[config.mk]
export PLATFORM = sky130hd
export DESIGN_NAME = program_loader
export DESIGN_NICKNAME = d
export VERILOG_FILES = /design/src/rtl/program_loader.sv
export SDC_FILE = /design/constraint.sdc
export NUM_CORES = 1
export LEC_CHECK = 0
export BUFFER_PORTS_ARGS = -buffer_cell sky130_fd_sc_hd__buf_2
export CORE_ASPECT_RATIO = 1.1
export CORE_MARGIN = 2
export CORE_UTILIZATION = 25
export CTS_CLUSTER_SIZE = 28
export DETAILED_ROUTE_END_ITERATION = 16
export REMOVE_ABC_BUFFERS = 1
export SETUP_SLACK_MARGIN = 0.05
export SLEW_MARGIN = 25
export SYNTH_ARGS = -nofsm -noshare
export SYNTH_HDL_FRONTEND = slang
export SYNTH_SLANG_ARGS = --single-unit
export TNS_END_PERCENT = 10
[constraint.sdc]
create_clock -name clk -period 2.7 [get_ports clk]
set_input_delay 0 -clock clk [delete_from_list [all_inputs] [get_ports clk]]
set_output_delay 0 -clock clk [all_outputs]
set_load 0.01 [all_outputs]
[src/rtl/program_loader.sv]
// ============================================================================
// program_loader : framed byte-stream boot loader for 9-bit instruction memory
// Revision 1.0   : initial release
// ============================================================================
`timescale 1ns/1ps
`default_nettype none

module program_loader #(
  parameter logic [7:0] BASE_ADDR = 8'h00
) (
  input  logic       clk,
  input  logic       reset,
  input  logic       start,
  input  logic [7:0] rx_data,
  input  logic       rx_valid,
  output logic       rx_ready,
  output logic       mem_we,
  output logic [7:0] mem_addr,
  output logic [8:0] mem_wdata,
  output logic       cpu_hold,
  output logic       busy,
  output logic       done,
  output logic       error,
  output logic [8:0] word_count
);

  localparam logic [2:0] S_IDLE = 3'd0;
  localparam logic [2:0] S_LEN  = 3'd1;
  localparam logic [2:0] S_LO   = 3'd2;
  localparam logic [2:0] S_HI   = 3'd3;
  localparam logic [2:0] S_CSUM = 3'd4;
  localparam logic [2:0] S_DONE = 3'd5;
  localparam logic [2:0] S_ERR  = 3'd6;

  logic [2:0] r_state;
  logic [2:0] w_next_state;
  logic [8:0] r_len;
  logic [8:0] r_index;
  logic [7:0] r_sum;
  logic [7:0] r_lo;
  logic       w_accept;
  logic       w_hi_bad;
  logic       w_last;

  assign w_accept = rx_valid && rx_ready;
  assign w_hi_bad = |rx_data[7:1];
  assign w_last   = ((r_index + 9'd1) == r_len);

  always_ff @(posedge clk or negedge reset) begin
    if (!reset) begin
      r_state <= S_IDLE;
    end else begin
      r_state <= w_next_state;
    end
  end

  always_comb begin
    w_next_state = r_state;
    case (r_state)
      S_IDLE, S_DONE, S_ERR: begin
        if (start) w_next_state = S_LEN;
      end
      S_LEN: begin
        if (w_accept) w_next_state = S_LO;
      end
      S_LO: begin
        if (w_accept) w_next_state = S_HI;
      end
      S_HI: begin
        if (w_accept) begin
          if (w_hi_bad)    w_next_state = S_ERR;
          else if (w_last) w_next_state = S_CSUM;
          else             w_next_state = S_LO;
        end
      end
      S_CSUM: begin
        if (w_accept) w_next_state = (rx_data == r_sum) ? S_DONE : S_ERR;
      end
      default: w_next_state = S_IDLE;
    endcase
  end

  always_comb begin
    rx_ready = 1'b0;
    busy     = 1'b0;
    cpu_hold = 1'b1;
    done     = 1'b0;
    error    = 1'b0;
    case (r_state)
      S_LEN, S_LO, S_HI, S_CSUM: begin
        rx_ready = 1'b1;
        busy     = 1'b1;
      end
      S_DONE: begin
        cpu_hold = 1'b0;
        done     = 1'b1;
      end
      S_ERR:   error = 1'b1;
      default: ;
    endcase
  end

  // Datapath: a LEN byte of zero encodes a full 256-word image.
  always_ff @(posedge clk or negedge reset) begin
    if (!reset) begin
      r_len      <= 9'd0;
      r_index    <= 9'd0;
      r_sum      <= 8'd0;
      r_lo       <= 8'd0;
      mem_we     <= 1'b0;
      mem_addr   <= 8'd0;
      mem_wdata  <= 9'd0;
      word_count <= 9'd0;
    end else begin
      mem_we <= 1'b0;
      if (w_accept) begin
        case (r_state)
          S_LEN: begin
            r_len      <= (rx_data == 8'd0) ? 9'd256 : {1'b0, rx_data};
            r_sum      <= rx_data;
            r_index    <= 9'd0;
            word_count <= 9'd0;
          end
          S_LO: begin
            r_lo  <= rx_data;
            r_sum <= r_sum + rx_data;
          end
          S_HI: begin
            if (!w_hi_bad) begin
              mem_we     <= 1'b1;
              mem_addr   <= BASE_ADDR + r_index[7:0];
              mem_wdata  <= {rx_data[0], r_lo};
              r_index    <= r_index + 9'd1;
              word_count <= word_count + 9'd1;
              r_sum      <= r_sum + rx_data;
            end
          end
          default: ;
        endcase
      end
    end
  end

endmodule

`default_nettype wire

== After elaboration in Yosys (flattened, before gate mapping) ==
Index checks and enable logic that the tools add are counted.

* Add/subtract/negate cells: 3
* Multipliers: 0
* Divide/modulo/power cells: 0
* Order comparisons: 0
* Equality and inequality tests: 14
* Shift operators: 0
* Mux-type cells: 23
* Bitwise logic cells: 1
* Reduce and logical (&&, ||, !) cells: 14

{| class="wikitable"
|+ Operator list
! cell !! count
|-
| $pmux W9 S2 || 2
|-
| $mux W9 || 3
|-
| $pmux W8 S3 || 1
|-
| $mux W3 || 7
|-
| $add A9 B1 Y9 const B || 2
|-
| $pmux W3 S5 || 1
|-
| $ne A2 B2 Y1 const B || 6
|-
| $eq A3 B3 Y1 const B || 3
|-
| $eq A9 B9 Y1 || 1
|-
| $reduce_and A3 Y1 || 3
|-
| $add A8 B8 Y8 || 1
|-
| $eq A8 B8 Y1 || 1
|-
| $logic_not A8 Y1 || 1
|-
| $mux W8 || 1
|-
| $mux W1 || 7
|-
| $reduce_or A7 Y1 || 1
|-
| $eq A3 B2 Y1 const B || 2
|-
| $reduce_and A5 Y1 || 1
|-
| $reduce_and A2 Y1 || 2
|-
| $reduce_or A4 Y1 || 1
|-
| $eq A3 B1 Y1 const B || 1
|-
| $logic_not A3 Y1 || 1
|-
| $reduce_bool A3 Y1 || 1
|-
| $reduce_or A3 Y1 || 1
|-
| 4 further kinds || 4
|}

* Bits in registers: 64
* Bits in latches: 0
* Memory bits (writable): 0
* Bits in read-only memories: 0
* Bits of input ports: 12
* Memories: 0

== Depth between registers and ports, before layout ==
* Depth after elaboration: 6
* Depth in mapped cells: 9
* Depth with buffers taken out: 9

== Least setup slack after synthesis ==
OpenSTA, ideal clock, no wires.

* Kind: register -> register
* Start point: register r_sum[1]
* End point: register r_sum[7]
* Setup time: 0.123 ns
* Arrival time: 1.768 ns
* Path slack: 0.810 ns
* Cell stages (with the launch flop): 8
* Path buffers: 0
* Path through: dfrtp_1 -> ha_1 -> a21oi_1 -> o2111ai_1 -> a21o_1 -> a21o_1 -> mux2_2 -> a2bb2oi_1

* Longest elaborated chain between the ends: 3

{| class="wikitable"
|+ RTL lines
! element !! RTL line !! source
|-
| start, declared || 39 || <nowiki>logic [7:0] r_sum;</nowiki>
|-
| start signal, assigned || 120 || <nowiki>r_sum <= rx_data;</nowiki>
|-
| start signal, assigned || 126 || <nowiki>r_sum <= r_sum + rx_data;</nowiki>
|-
| start signal, assigned || 135 || <nowiki>r_sum <= r_sum + rx_data;</nowiki>
|-
| $add A8 B8 Y8 * || 126, 135 ||
|-
| $mux W8 || 129 || <nowiki>if (!w_hi_bad) begin</nowiki>
|-
| $pmux W8 S3 * || 117 || <nowiki>case (r_state)</nowiki>
|}

Mark *: on every way between the ends. The rest lies on a longest branch, timed or not. The select of a mux whose other input is x is not followed.
A chain may end at the register's enable or synchronous reset.

== Final worst setup path ==
* Start point: register r_index[0]
* End point: register r_state[1]

* Longest elaborated chain between the ends: 6

{| class="wikitable"
|+ RTL lines
! element !! RTL line !! source
|-
| start, declared || 38 || <nowiki>logic [8:0] r_index;</nowiki>
|-
| start signal, assigned || 133 || <nowiki>r_index <= r_index + 9'd1;</nowiki>
|-
| $add A9 B1 Y9 || 47 || <nowiki>assign w_last = ((r_index + 9'd1) == r_len);</nowiki>
|-
| $eq A9 B9 Y1 || 47 ||
|-
| $mux W3 || 72 || <nowiki>else if (w_last) w_next_state = S_CSUM;</nowiki>
|-
| $mux W3 || 71 || <nowiki>if (w_hi_bad) w_next_state = S_ERR;</nowiki>
|-
| $mux W3 || 70 || <nowiki>if (w_accept) begin</nowiki>
|-
| $pmux W3 S5 || 59 || <nowiki>case (r_state)</nowiki>
|-
| end signal, assigned || 53 || <nowiki>r_state <= w_next_state;</nowiki>
|-
| end, declared || 35 || <nowiki>logic [2:0] r_state;</nowiki>
|}

No other way between the ends. The select of a mux whose other input is x is not followed.

==> metrics.md <==
| Metric | Value |
|---|---|
| Std cell rows | `45` |
| Pins over their slew limit | `0` |
| Critical path, cell by cell | `ha_1, nand3_1, nor3_1, xnor2_1, o21ai_1, nor4_1, o22ai_1` |
| Peak VDD IR | `0.284 mV` |
| Final Hold Viols | `0` |
| Mapped Cells | `about 370` |
| Setup ws final | `0.524 ns` |
| RSZ-0062 raised after global routing | `no` |
| Worst Skew | `0.00436 ns` |
| CTS tree | `yes` |
| Worst Path Max Fanout | `7` |
| Worst Reg-to-Reg Cells | `7` |
| Seq cells post-synth | `64` |
| CTS Hold Bufs | `3` |
| Worst EP required | `2.89 ns` |
| Post-synth EDFFs | `0` |
| Power density cells | `890 nW/µm²` |
| DRC Markers | `0` |
| 1st-iter DRT viols | `181` |
| Placed instance area | `a little under 4000 µm²` |
| Worst-path clk slew | `roughly 0.050 ns` |
| Pre-CTS setup slack | `0.587 ns` |
| Final setup fails | `0` |
| Antenna Violating Nets Remaining | `0` |
| Worst Path Arrival | `between 2 and 2.5 ns` |
| Final period utilization | `around four fifths` |
| FF/Latch Area | `1600 µm²` |
| Critical path's top delay family | `simple AND/OR/NAND/NOR gates` |
| Slowest cell on the critical path | `dfrtp_1` |
| F_max | `between 400 and 500 MHz` |
| Multi-input gate area | `1750 µm²` |
| Worst hold path class | `primary input to register` |
| Overflow after GRT | `0` |
| Setup repair bufs after CTS | `0` |
| Die ar. | `15000 µm²` |
| Worst Tran Pin Value | `0.835 ns` |
| Core area | `13700 µm²` |
| Count of nets after finishing | `roughly 430` |
| Maximum level of the CTS H-tree | `3` |
| Initial antenna violation count | `0` |
| Kind of critical path | `register to register` |
| Num CTS Buffers | `9` |
| Status | `completed` |
| Synth Cell Area | `about 3500 µm²` |
| # fillers | `1485` |
| Largest cells by area after synthesis | `dfrtp_1 46%, nand2_1 8.6%, xnor2_1 3.3%` |
| CTS sink cnt | `64` |
| # resized after CTS | `0` |
| Asr flop ratio synth | `100%` |
| Gpl congestion | `0.836` |
| Leak | `slightly above 2 nW` |
| Top-area cell type share of the netlist area | `45.8%` |
| Tmin final | `2.18 ns` |
| Layout cell share with drive strength beyond 1 | `approximately a fifth` |
| DRT Wirelength | `between 8000 and 9000 µm` |
| Initial core utilization | `25.5%` |
| Slew Limit Headroom | `~44%` |
| Clock latency on the worst-skew pair | `approximately 0.33 ns` |
| Hold_ws | `0.000814 ns` |
| Max-capacitance violation count | `0` |
| Die Wd | `~120 µm` |
| Port bufs | `43` |
| CP Launch Type | `register` |
| Vias in the first global route | `2792` |
| CP endpoint kind | `register` |
| WL per Instance | `13.9 µm` |
| Global-route wire length before repair | `14200 µm` |
| Routed via count | `2754` |
| Syn. warnings | `0` |
| CTS root buffer | `clkbuf_16` |
| Synth area leader | `dfrtp_1` |
| Synth cell types | `54` |
| Most used DFF post-synth | `dfrtp_1` |
| All-Layer GR Usage | `between 10 and 15%` |
| WP buf/inv | `0` |
| Die Y | `128 µm` |
| # diodes | `0` |
| CTS max path bufs | `2` |
| DP HPWL | `around 5900 µm` |
| Fin area | `4210 µm²` |
| Vias/cell | `4.55` |
| Fin Setup TNS | `0 ns` |
| Pin count of the biggest net entering global routing | `37` |
| Area delta synth->final | `20.4%` |
| Drt first pass iters | `4` |
| Top Ports | `44` |
| Seq/Total Area, Yosys | `a little under half` |
| Critical path depth | `7` |
| Syn Area/Cell | `9.51 µm²` |
| Largest stage delay on the critical path | `0.46 ns` |
| Worst hold stages | `3` |
## worst reg2reg max path, cell delays in order, from the launching register on
cell	delay, ns
dfrtp_1	0.46
ha_1	0.29
nand3_1	0.15
nor3_1	0.41
xnor2_1	0.18
o21ai_1	0.09
nor4_1	0.33
o22ai_1	0.14
## area by class of cell
type	count	area share, %
well taps	188	5.58
flip-flops and latches	64	38.0
repair buffers	54	7.25
clock inverters	6	1.43
inverters	9	0.802
clock buffers	10	5.44
multi-input cells	274	41.5
## worst paths after layout
kind,from,end,slack [ns]
worst max-delay path,r_index[0],r_state[1],0.52
worst min-delay path,rx_data[0],mem_wdata[8],0.0008
worst max register to register,r_index[0],r_state[1],0.52
worst min register to register,r_lo[1],mem_wdata[1],0.46
max in group asynchronous,reset,r_lo[1],1.59
min in group asynchronous,reset,r_len[2],0.34
## power by group
group	total, mW	switching (mW)	internal, mW
registers	1.37	0.200	1.17
clock network	1.14	0.427	0.709
logic	1.25	0.657	0.588
total	3.75	1.28	2.47
## Yosys cell counts, drive strengths merged, types with 4 or more instances
cell	number
nand2	81
dfrtp	64
mux2	21
nor2	21
o21ai	18
a21oi	17
buf	16
xnor2	13
nand3	10
nor3	10
ha	9
inv	9
xor2	9
a21o	6
a22o	5
a31oi	5
and3	5
clkbuf	5
mux2i	5
nand2b	5
nor2b	5
nand4	4
## layout by cell type, fill, tap and decap left out, types with 3 or more instances in the layout
master / count
nand2_1: 80
dfrtp_1: 64
buf_2: 43
nor2_1: 20
a21oi_1: 17
xnor2_1: 13
o21ai_0: 11
nand3_1: 10
mux2_1: 10
mux2_2: 10
nor3_1: 9
ha_1: 9
clkbuf_16: 9
inv_1: 8
xor2_1: 8
buf_4: 8
o21ai_1: 6
nor2b_1: 5
mux2i_1: 5
nand2b_1: 5
a21o_1: 5
and3_1: 5
nand4_1: 4
a22o_1: 4
a31oi_1: 4
clkinv_2: 3
dlygate4sd3_1: 3
## per-stage QoR
stage	cells	util (%)	total power, mW
after global placement	586	28.3	2.58
after global routing	605	30.7	4.03
after CTS	605	30.7	3.79
after detailed placement	586	28.3	2.63
after floorplan	347	-	2.26
final	605	30.7	3.75
## logic make-up (layout without fill, tap and decap cells)
kind of cell    count (synthesis)  in the layout  synth area share [%]
buf+inv                        30             79                  4.26
mux                            26             26                  8.30
fa+ha+maj                      10             10                  3.79
compound gates                 64             64                  12.3
simple gates                  152            152                  19.8
flops                          64             64                  45.8
xor+xnor                       22             22                  5.72
## state kept, by name (all words and copies together), names as in the netlist
name,flops
mem_wdata,9
word_count,9
mem_we,1
r_len,9
r_index,9
r_state,3
r_lo,8
mem_addr,8
r_sum,8
## routing by layer
metal  up-vias  global-route usage [%]  wire length, µm
met3        13                    3.55              392
li1       1356                       -                -
met4         0                    4.15              130
met5         -                       0                0
met2        49                    20.1             4030
met1      1336                    15.6             3860
(Power assumes the default switching activity.)
